**config.mk**
```make
export PLATFORM = sky130hd
export DESIGN_NAME = piano_score_counter
export DESIGN_NICKNAME = d
export VERILOG_FILES = /design/src/rtl/piano_score_counter_pkg.sv /design/src/rtl/piano_score_counter_bcd_digit_counter.sv /design/src/rtl/piano_score_counter.sv
export SDC_FILE = /design/constraint.sdc
export NUM_CORES = 1
export LEC_CHECK = 0
export CAP_MARGIN = 25
export CORE_ASPECT_RATIO = 1.4
export CORE_UTILIZATION = 32
export CTS_CLUSTER_SIZE = 14
export DETAILED_ROUTE_END_ITERATION = 10
export DONT_BUFFER_PORTS = 1
export HOLD_SLACK_MARGIN = 0.1
export PLACE_DENSITY = 0.51
export SLEW_MARGIN = 20
export SYNTH_ARGS = -nofsm -noshare
export SYNTH_HDL_FRONTEND = slang
export SYNTH_SLANG_ARGS = --single-unit
```
**constraint.sdc**
```tcl
create_clock -name clk -period 3.8 [get_ports clk]
set_input_delay 0.19 -clock clk [delete_from_list [all_inputs] [get_ports clk]]
set_output_delay 0.19 -clock clk [all_outputs]
set_load 0.01 [all_outputs]
```
**src/rtl/piano_score_counter_pkg.sv**
```systemverilog
// Shared definitions for the piano-tiles score stage.
//   state_e        : game state encoding (IDLE / PLAYING / OVER)
//   BCD_MAX_DIGIT  : largest value a BCD nibble may hold
//   LIVES_W        : width of the remaining-lives counter
package piano_score_counter_pkg;

  typedef enum logic [1:0] {
    IDLE    = 2'd0,
    PLAYING = 2'd1,
    OVER    = 2'd2
  } state_e;

  localparam logic [3:0] BCD_MAX_DIGIT = 4'd9;
  localparam int         LIVES_W       = 3;

endpackage

```
**src/rtl/piano_score_counter_bcd_digit_counter.sv**
```systemverilog
// One BCD digit of the score counter.
// Ports:
//   clk, reset  : clock and synchronous active-high reset
//   clear       : synchronous clear to 0 (game start/restart)
//   inc_in      : increment request (carry from the digit below)
//   hold        : freeze the digit (score saturation at all-9s)
//   digit       : registered digit value, always 0-9
//   digit_next  : value the digit takes on the next edge
//   carry_out   : this digit rolls 9 -> 0 on this increment
module bcd_digit_counter
  import piano_score_counter_pkg::*;
(
  input  logic       clk,
  input  logic       reset,
  input  logic       clear,
  input  logic       inc_in,
  input  logic       hold,
  output logic [3:0] digit,
  output logic [3:0] digit_next,
  output logic       carry_out
);

  logic [3:0] digit_q, digit_d;

  // NOTE: every variable assigned in always_comb gets a default first, so no path leaves it unassigned and no latch is inferred.
  always_comb begin
    digit_d = digit_q;
    if (clear) begin
      digit_d = 4'd0;
    end else if (inc_in && !hold) begin
      digit_d = (digit_q == BCD_MAX_DIGIT) ? 4'd0 : digit_q + 4'd1;
    end
  end

  // NOTE: sequential state uses non-blocking assignments so all flops update together from pre-edge values.
  always_ff @(posedge clk) begin
    if (reset) digit_q <= 4'd0;
    else       digit_q <= digit_d;
  end

  // Carry ignores hold, so the saturation decision upstream never loops back into it.
  assign carry_out  = inc_in && (digit_q == BCD_MAX_DIGIT);
  assign digit      = digit_q;
  assign digit_next = digit_d;

endmodule

```
**src/rtl/piano_score_counter.sv**
```systemverilog
// Game-score stage of the piano-tiles datapath.
// Counts hits as packed BCD, tracks lives, keeps the session high score
// and runs the IDLE/PLAYING/OVER game state. Inputs are levels; only their
// rising edges act. All outputs come straight from flops.
// Ports:
//   clk, reset : clock and synchronous active-high reset
//   start      : start/restart request (rising edge)
//   hit, miss  : tile hit / miss indications (rising edge)
//   score_bcd  : current score, packed BCD, LS digit in [3:0]
//   high_bcd   : highest final score since reset, packed BCD
//   lives      : remaining lives
//   playing    : high in PLAYING
//   game_over  : high in OVER
module piano_score_counter
  import piano_score_counter_pkg::*;
#(
  parameter int NUM_DIGITS  = 4,
  parameter int START_LIVES = 3,
  parameter int SAT_SCORE   = 1
) (
  input  logic                    clk,
  input  logic                    reset,
  input  logic                    start,
  input  logic                    hit,
  input  logic                    miss,
  output logic [4*NUM_DIGITS-1:0] score_bcd,
  output logic [4*NUM_DIGITS-1:0] high_bcd,
  output logic [LIVES_W-1:0]      lives,
  output logic                    playing,
  output logic                    game_over
);

  localparam int SW = 4 * NUM_DIGITS;

  state_e             state_q, state_d;
  logic [LIVES_W-1:0] lives_q, lives_d;
  logic [SW-1:0]      high_q, high_d;
  logic               playing_q, playing_d;
  logic               game_over_q, game_over_d;
  logic               start_q, hit_q, miss_q;

  logic [SW-1:0] score_cur, score_nxt;
  logic          start_edge, hit_edge, miss_edge;
  logic          score_inc, overflow, sat_hold;

  assign start_edge = start & ~start_q;
  assign hit_edge   = hit & ~hit_q;
  assign miss_edge  = miss & ~miss_q;

  // A start edge takes priority: it restarts the game and swallows a coincident hit.
  assign score_inc = (state_q == PLAYING) && hit_edge && !start_edge;

  // Overflow out of the top digit means the score is all-9s and incrementing.
  assign sat_hold = (SAT_SCORE != 0) && overflow;

  for (genvar k = 0; k < NUM_DIGITS; k++) begin : g_digit
    logic inc_k, carry_k;
    if (k == 0) begin : g_lsd
      assign inc_k = score_inc;
    end else begin : g_upper
      assign inc_k = g_digit[k-1].carry_k;
    end
    bcd_digit_counter u_digit (
      .clk       (clk),
      .reset     (reset),
      .clear     (start_edge),
      .inc_in    (inc_k),
      .hold      (sat_hold),
      .digit     (score_cur[4*k +: 4]),
      .digit_next(score_nxt[4*k +: 4]),
      .carry_out (carry_k)
    );
  end

  assign overflow = g_digit[NUM_DIGITS-1].carry_k;

  always_comb begin
    state_d = state_q;
    lives_d = lives_q;
    high_d  = high_q;
    if (start_edge) begin
      state_d = PLAYING;
      lives_d = LIVES_W'(START_LIVES);
    end else if ((state_q == PLAYING) && miss_edge && (lives_q != '0)) begin
      lives_d = lives_q - LIVES_W'(1);
      if (lives_q == LIVES_W'(1)) begin
        state_d = OVER;
        // Packed BCD with every nibble in 0-9 orders exactly like the number,
        // so an unsigned compare is the MS-digit-first compare. score_nxt
        // includes a hit landing on the same edge as the final miss.
        if (score_nxt > high_q) high_d = score_nxt;
      end
    end
    playing_d   = (state_d == PLAYING);
    game_over_d = (state_d == OVER);
  end

  always_ff @(posedge clk) begin
    if (reset) begin
      state_q     <= IDLE;
      lives_q     <= '0;
      high_q      <= '0;
      playing_q   <= 1'b0;
      game_over_q <= 1'b0;
      // History starts high so a level held through reset is not an edge.
      start_q     <= 1'b1;
      hit_q       <= 1'b1;
      miss_q      <= 1'b1;
    end else begin
      state_q     <= state_d;
      lives_q     <= lives_d;
      high_q      <= high_d;
      playing_q   <= playing_d;
      game_over_q <= game_over_d;
      start_q     <= start;
      hit_q       <= hit;
      miss_q      <= miss;
    end
  end

  assign score_bcd = score_cur;
  assign high_bcd  = high_q;
  assign lives     = lives_q;
  assign playing   = playing_q;
  assign game_over = game_over_q;

endmodule

```
==> qor.txt, run 1 <==
Die H -> 107 µm
Clock Sinks -> 42
Drt total wl -> 6560 µm
Fin. max-slew vios -> 0
First-pass GRT wire length -> 10300 µm
# nets final -> 339
Seq/Total Area, Yosys -> 33.1%
Hold Buf Count CTS -> 4
Post-Route Setup TNS -> 0 ns
Final hold vios -> 0
CP Max Fanout -> 9
Area Overhead vs Synth -> 12.1%
Post-Syn Area per Cell -> 8.41 µm²
Fin crit share -> 89.1%
Post-synth EDFFs -> 0
DRC errors left -> 1
RSZ-0062 raised after global routing -> false
Core area -> 7700 µm²
Placer congestion estimate -> 0.785
Clk root buf -> clkbuf_8
Yosys cell types -> 55
MaxCap Viol Count -> 0
Peak supply drop -> 0.139 mV
Vias in the first global route -> 2091
Status -> finished, violations left
Leak pwr -> 0.00124 µW
Crit Path Class -> reg -> reg
Ant. Diodes -> 0
Syn Nets -> 326
#FFs+latches synth -> 42
Min-Delay Path Class -> in -> reg
Post-Place Cell Area -> 2700 µm²
Synth Cell Area -> 2540 µm²
TritonCTS clock tree -> done
Final setup violation count -> 0
Clock Skew -> 0.00562 ns
Top Ports -> 42
Rows -> 38
H-tree level count -> 2
Cts repair resizes -> 0
Clock Tree Buf Depth -> 2
Vias per inst -> 5.11
Clock buffer count from CTS -> 5
Effective utilization at floorplan -> 33.0%
Via Count -> 2126
Rel. slew slack -> 71.2%
Pwr Density -> 291 nW/µm²
Tot GR Track Use -> 16.5%
DP HPWL -> 4990 µm
Worst skew pair latency -> 0.31 ns
CP Capture Type -> flop
Violated checks -> design-rule violations
Design area -> 2850 µm²
Post-synthesis async set-or-reset flop share -> 0%
Die W -> 77.3 µm
Post-route ant nets -> 0
Drt first pass iters -> 7
Main synth FF type -> dfxtp_1
Initial antenna violation count -> 0
Final critical-path required period -> 3.38 ns
Max Fclk -> 0.295 GHz
Post-CTS setup buffers -> 0
Port Buf Inserts -> 0
Worst-path clk slew -> 0.08 ns
Fraction of layout cells with a size suffix above 1 -> 13.6%
Initial drt markers -> 66
Largest net degree at the start of global routing -> 23
YS warnings -> 0
Worst-Margin Slew -> 0.431 ns
Die area -> 8300 µm²
CP startpoint kind -> flop
Gr ovfl total -> 0
Finished Core Util -> 37.0%
Mapped Cells -> 302
Worst EP required -> 4.00 ns
Arr. time, crit path -> 3.58 ns
Routed WL per cell -> 15.8 µm
[where the power goes]
group / internal, µW / switching, µW
clock network: 184 / 168
logic: 10.9 / 19.3
registers: 444 / 3.48
total: 638 / 191
[path summary, 6_finish.rpt]
kind            endpoint  slack (ns)  cells past startpoint                         from
max reg2reg  high_bcd[6]        0.42                     12  g_digit[2].u_digit.digit[2]
min reg2reg   state_q[1]        0.52                      2                   state_q[1]
min          high_bcd[1]        0.11                      2                        reset
max          high_bcd[6]        0.42                     12  g_digit[2].u_digit.digit[2]
[kinds of logic (layout without fill, tap and decap cells)]
family                   count (synthesis)  in the layout  synth area share, %
AO/OA/AOI/OAI                           47             47                 12.5
XOR/XNOR                                 4              4                 1.38
adder cells (fa/ha/maj)                 19             19                 9.36
buffers and inverters                   46             60                 8.03
flip-flops                              42             42                 33.1
multiplexers                            17             17                 7.54
AND/OR/NAND/NOR                        127            127                 28.1
[cells in the mapped netlist, drive strengths merged, types with 2 or more instances]
library cell | number | share of area (%)
a21o | 4 | 1.2
a21oi | 15 | 3.0
a31oi | 3 | 0.74
a41oi | 2 | 0.69
and2 | 6 | 1.5
and3 | 4 | 0.99
and4 | 3 | 1.1
and4bb | 4 | 2.3
buf | 6 | 2.1
clkbuf | 7 | 1.0
dfxtp | 42 | 33
ha | 19 | 9.4
inv | 33 | 4.9
mux2 | 8 | 4.0
mux2i | 9 | 3.5
nand2 | 24 | 3.5
nand2b | 5 | 1.2
nand3 | 8 | 1.6
nand4 | 7 | 2.3
nand4bb | 2 | 0.89
nor2 | 38 | 5.6
nor2b | 6 | 1.5
nor3 | 5 | 0.99
nor3b | 2 | 0.59
nor4 | 5 | 1.7
o211ai | 4 | 1.2
o21ai | 7 | 1.4
o31a | 2 | 0.69
or2 | 3 | 0.74
xnor2 | 4 | 1.4
[state kept, by name, indices dropped and copies added (netlist names)]
signal                 count
game_over                  1
lives                      3
high_bcd                  16
state_q                    2
playing                    1
miss_q                     1
hit_q                      1
g_digit.u_digit.digit     16
start_q                    1
[through the flow]
step / setup slack [ns] / instances / power (µW) / hold slack (ns)
2_1_floorplan: 0.497 / 302 / 478 / 0.294
3_3_place_gp: 0.495 / 404 / 483 / 0.264
3_5_place_dp: 0.422 / 404 / 483 / 0.268
4_1_cts: 0.412 / 416 / 842 / 0.101
5_1_grt: 0.224 / 416 / 857 / 0.115
6_report: 0.416 / 416 / 829 / 0.113
[layout by cell type, fill, tap and decap left out, drive strengths merged, types with 2 or more instances in the layout]
| cell type | instances |
|---|---|
| o211ai | 4 |
| ha | 19 |
| o31a | 2 |
| nor2b | 6 |
| nand4 | 7 |
| xnor2 | 4 |
| a31oi | 3 |
| nor3b | 2 |
| and3 | 4 |
| mux2i | 9 |
| nand4bb | 2 |
| clkbuf | 8 |
| a21o | 4 |
| o21ai | 7 |
| dlygate4sd3 | 4 |
| and4 | 3 |
| and4bb | 4 |
| nand3 | 8 |
| nand2b | 5 |
| nor3 | 5 |
| nand2 | 24 |
| and2 | 6 |
| or2 | 3 |
| inv | 33 |
| dfxtp | 42 |
| nor2 | 38 |
| nor4 | 5 |
| mux2 | 8 |
| buf | 15 |
| a21oi | 15 |
| a41oi | 2 |
[worst max-delay path, cell delays in order (launching register included)]
cell	delay [ns]
dfxtp_1	0.42
and4bb_2	0.40
nand2_1	0.14
or4_1	0.51
and2_1	0.17
nor2_1	0.09
ha_1	0.15
nand4_1	0.15
nor4_2	0.35
a211o_1	0.20
a31o_1	0.13
buf_4	0.21
mux2_2	0.35
[cell type report]
| class | count | area, µm² |
|---|---|---|
| clock buffer | 8 | 110 |
| fill | 817 | 4850 |
| inverter | 33 | 124 |
| sequential | 42 | 841 |
| tap | 100 | 125 |
| timing repair buffer | 19 | 153 |
| multi-input combinational | 214 | 1500 |
[routing by layer]
metal  GRT usage, %  vias up  wire (µm)
li1               -     1073          -
met5              0        -          0
met4           6.47        0        116
met1           16.4     1007       2640
met3           3.98        8        293
met2           32.2       38       3510
No activity file was read; power rests on OpenSTA's default activity.
==> run 2: changes to the inputs <==
--- a/config.mk
+++ b/config.mk
@@ -5,14 +5,17 @@
 export SDC_FILE = /design/constraint.sdc
 export NUM_CORES = 1
 export LEC_CHECK = 0
+export ABC_AREA = 1
 export CAP_MARGIN = 25
 export CORE_ASPECT_RATIO = 1.4
+export CORE_MARGIN = 4
 export CORE_UTILIZATION = 32
 export CTS_CLUSTER_SIZE = 14
 export DETAILED_ROUTE_END_ITERATION = 10
 export DONT_BUFFER_PORTS = 1
 export HOLD_SLACK_MARGIN = 0.1
 export PLACE_DENSITY = 0.51
+export SKIP_LAST_GASP = 1
 export SLEW_MARGIN = 20
 export SYNTH_ARGS = -nofsm -noshare
 export SYNTH_HDL_FRONTEND = slang
==> qor.txt, run 2 <==
Status -> finished, final reports clean
Arr. time, crit path -> 3.28 ns
Clk root buf -> clkbuf_8
Min-Delay Path Class -> in -> reg
Worst Hold Depth -> 2
Fin crit share -> 81.7%
RSZ-0062 raised after global routing -> false
Top layer in use -> met4
First-pass GRT wire length -> 10700 µm
Clock Skew -> 0.00582 ns
Most frequent cells in the layout -> 108 x nand2_1, 67 x inv_1, 42 x dfxtp_1
Drt total wl -> 6310 µm
Post-synth top area cell -> dfxtp_1
Crit Path Class -> reg -> reg
Post-synthesis async set-or-reset flop share -> 0%
Pwr Density -> 275 nW/µm²
Die H -> 114 µm
Rel. slew slack -> 45.8%
Vias per inst -> 4.62
Synth top area share -> 32.8%
Clock share of power -> 36.4%
H-tree level count -> 2
Final critical-path required period -> 3.11 ns
Port Buf Inserts -> 0
#FFs+latches synth -> 42
Hold WS -> 0.342 ns
Placer congestion estimate -> 0.773
Final hold vios -> 0
Ant. Diodes -> 0
MaxCap Viol Count -> 0
Largest cells by area after synthesis -> dfxtp_1 33%, nand2_1 16%, inv_1 9.8%, ha_1 9.3%, nor2_1 6.0%
Commonest non-fill, non-tap cell in the layout -> nand2_1
Clock buffer count from CTS -> 5
Post-Syn Area per Cell -> 6.69 µm²
Worst EP required -> 3.97 ns
Die area -> 9520 µm²
R2R Path Start -> g_digit[0].u_digit.digit[0]
TritonCTS clock tree -> done
Internal power -> 582 µW
Synth Cell Area -> 2560 µm²
Max Fclk -> 0.322 GHz
Drt first pass iters -> 4
Rows -> 38
Comb power frac -> 4.5%
Vias in the first global route -> 2292
Worst-Margin Slew -> 0.810 ns
Area Overhead vs Synth -> 7.76%
Mapped Cells -> 383
Yosys cell types -> 29
Worst reg-to-reg path cell count -> 19
CP startpoint kind -> flop
DRC errors left -> 0
# nets final -> 411
Initial antenna violation count -> 0
Worst slack, placed -> 0.693 ns
Commonest cells in the netlist -> 108 x nand2_1, 67 x inv_1, 42 x dfxtp_1
Gr ovfl total -> 0
Largest net degree at the start of global routing -> 22
Final worst setup slack -> 0.694 ns
Tot GR Track Use -> 14.1%
Routed WL per cell -> 13.0 µm
Die W -> 83.6 µm
R2R setup slack -> 0.69 ns
Sequential share of power -> 59.0%
CP Max Fanout -> 18
Worst skew pair latency -> 0.30 ns
Syn Nets -> 407
YS warnings -> 0
Effective utilization at floorplan -> 32.9%
Peak supply drop -> 0.142 mV
Initial drt markers -> 82
Sw frac -> 23.4%
Via Count -> 2248
CP Capture Type -> flop
Post-Route Setup TNS -> 0 ns
Final setup violation count -> 0
Leak pwr -> 0.00143 µW
Top Ports -> 42
WL met3 -> 364 µm
Main synth FF type -> dfxtp_1
Fraction of layout cells with a size suffix above 1 -> 10.9%
Worst Hold Endpoint -> hit_q
Worst-path clk slew -> 0.08 ns
Hold path startpoint -> reset
WL met2 -> 3290 µm
Post-route ant nets -> 0
Clock Sinks -> 42
Fin. max-slew vios -> 0
Clock Tree Buf Depth -> 2
Post-synth EDFFs -> 0
Seq/Total Area, Yosys -> 32.8%
Met1 WL -> 2520 µm
DP HPWL -> 4890 µm
Most frequent cell after synthesis -> nand2_1
Sw Pwr -> 177 µW
RR Endpoint -> high_bcd[5]
Core area -> 7800 µm²
[run 2: cell types whose count changed after synthesis, sizes merged, moves of 6 or more]
| cell | change |
|---|---|
| inv | +42 |
| nand3 | +25 |
| nor2 | +10 |
| mux2i | -9 |
| nor2b | -6 |
| and2 | -6 |
| mux2 | -8 |
| a21oi | +11 |
| nand2 | +86 |
[run 2: worst max path at each step]
| stage | startpoint | to | slack, ns | depth (start not counted) |
|---|---|---|---|---|
| floorplan | g_digit[0].u_digit.digit[0] | high_bcd[3] | 1.24 | 19 |
| global placement | g_digit[0].u_digit.digit[0] | high_bcd[2] | 0.72 | 19 |
| detailed placement | g_digit[0].u_digit.digit[0] | high_bcd[2] | 0.69 | 19 |
| CTS | g_digit[0].u_digit.digit[0] | high_bcd[13] | 0.67 | 19 |
| global route | g_digit[0].u_digit.digit[0] | high_bcd[13] | 0.27 | 19 |
| finish | g_digit[0].u_digit.digit[0] | high_bcd[5] | 0.69 | 19 |
[run 2: per-layer routing]
metal  vias to the layer above  track usage, %
met5                         -               0
met4                         0            6.44
met3                         9            4.84
met2                        32            25.8
met1                      1023            14.5
li1                       1184               -
[run 2: layout make-up]
type,count,area (µm²)
clock buffers,7,76.3
fillers,889,5040
inverters,75,282
multi-input cells,258,1390
flip-flops and latches,42,841
well taps,100,125
repair buffers,5,47.5
[run 2: logic make-up after synthesis]
logic type | Yosys count | share of synthesized area [%]
and+or+nand+nor | 198 | 34.9
buffers and inverters | 83 | 12.9
DFF | 42 | 32.8
AOI/OAI and AO/OA | 40 | 9.77
adders and majority gates | 19 | 9.28
xor gates and xnor gates | 1 | 0.342
[run 2: repair_timing]
| item | 4_1_cts | 5_1_grt |
|---|---|---|
| hold endpoints to repair | 22 | 0 |
| buffers inserted | 0 | 0 |
| hold buffers | 4 | 0 |
| resized for setup | 0 | 0 |
[run 2: stage by stage]
stage	area (µm²)	cells	utilization [%]	total power (µW)
after floorplan	2560	383	-	483
after global placement	2650	476	33.9	487
after detailed placement	2650	476	33.9	487
after CTS	2760	487	35.4	773
after global routing	2760	487	35.4	800
final	2760	487	35.4	760
[run 2: worst max-delay path, cell delays in order (launching register included)]
cell and delay, ns:
dfxtp_1 0.51, inv_2 0.09, nor2_2 0.10, nand3_1 0.10, nor2_2 0.19, nand4_2 0.17
nand2_1 0.18, nand2_1 0.06, nand3_1 0.16, inv_1 0.07, ha_1 0.29, nand2_1 0.07
nor2_1 0.14, nand2_1 0.07, nand2_1 0.05, nand2_1 0.04, nand2_1 0.09, nand2_4 0.14
inv_2 0.33, a21oi_1 0.12
[run 2: power by group through the flow]
stage | Sequential, µW | Combinational (µW) | Clock [µW]
detailed placement | 459 | 28.1 | 0
finish | 448 | 34.4 | 277
CTS | 448 | 35.1 | 290
global placement | 459 | 27.9 | 0
global route | 449 | 40.3 | 311
floorplan | 458 | 25.1 | 0
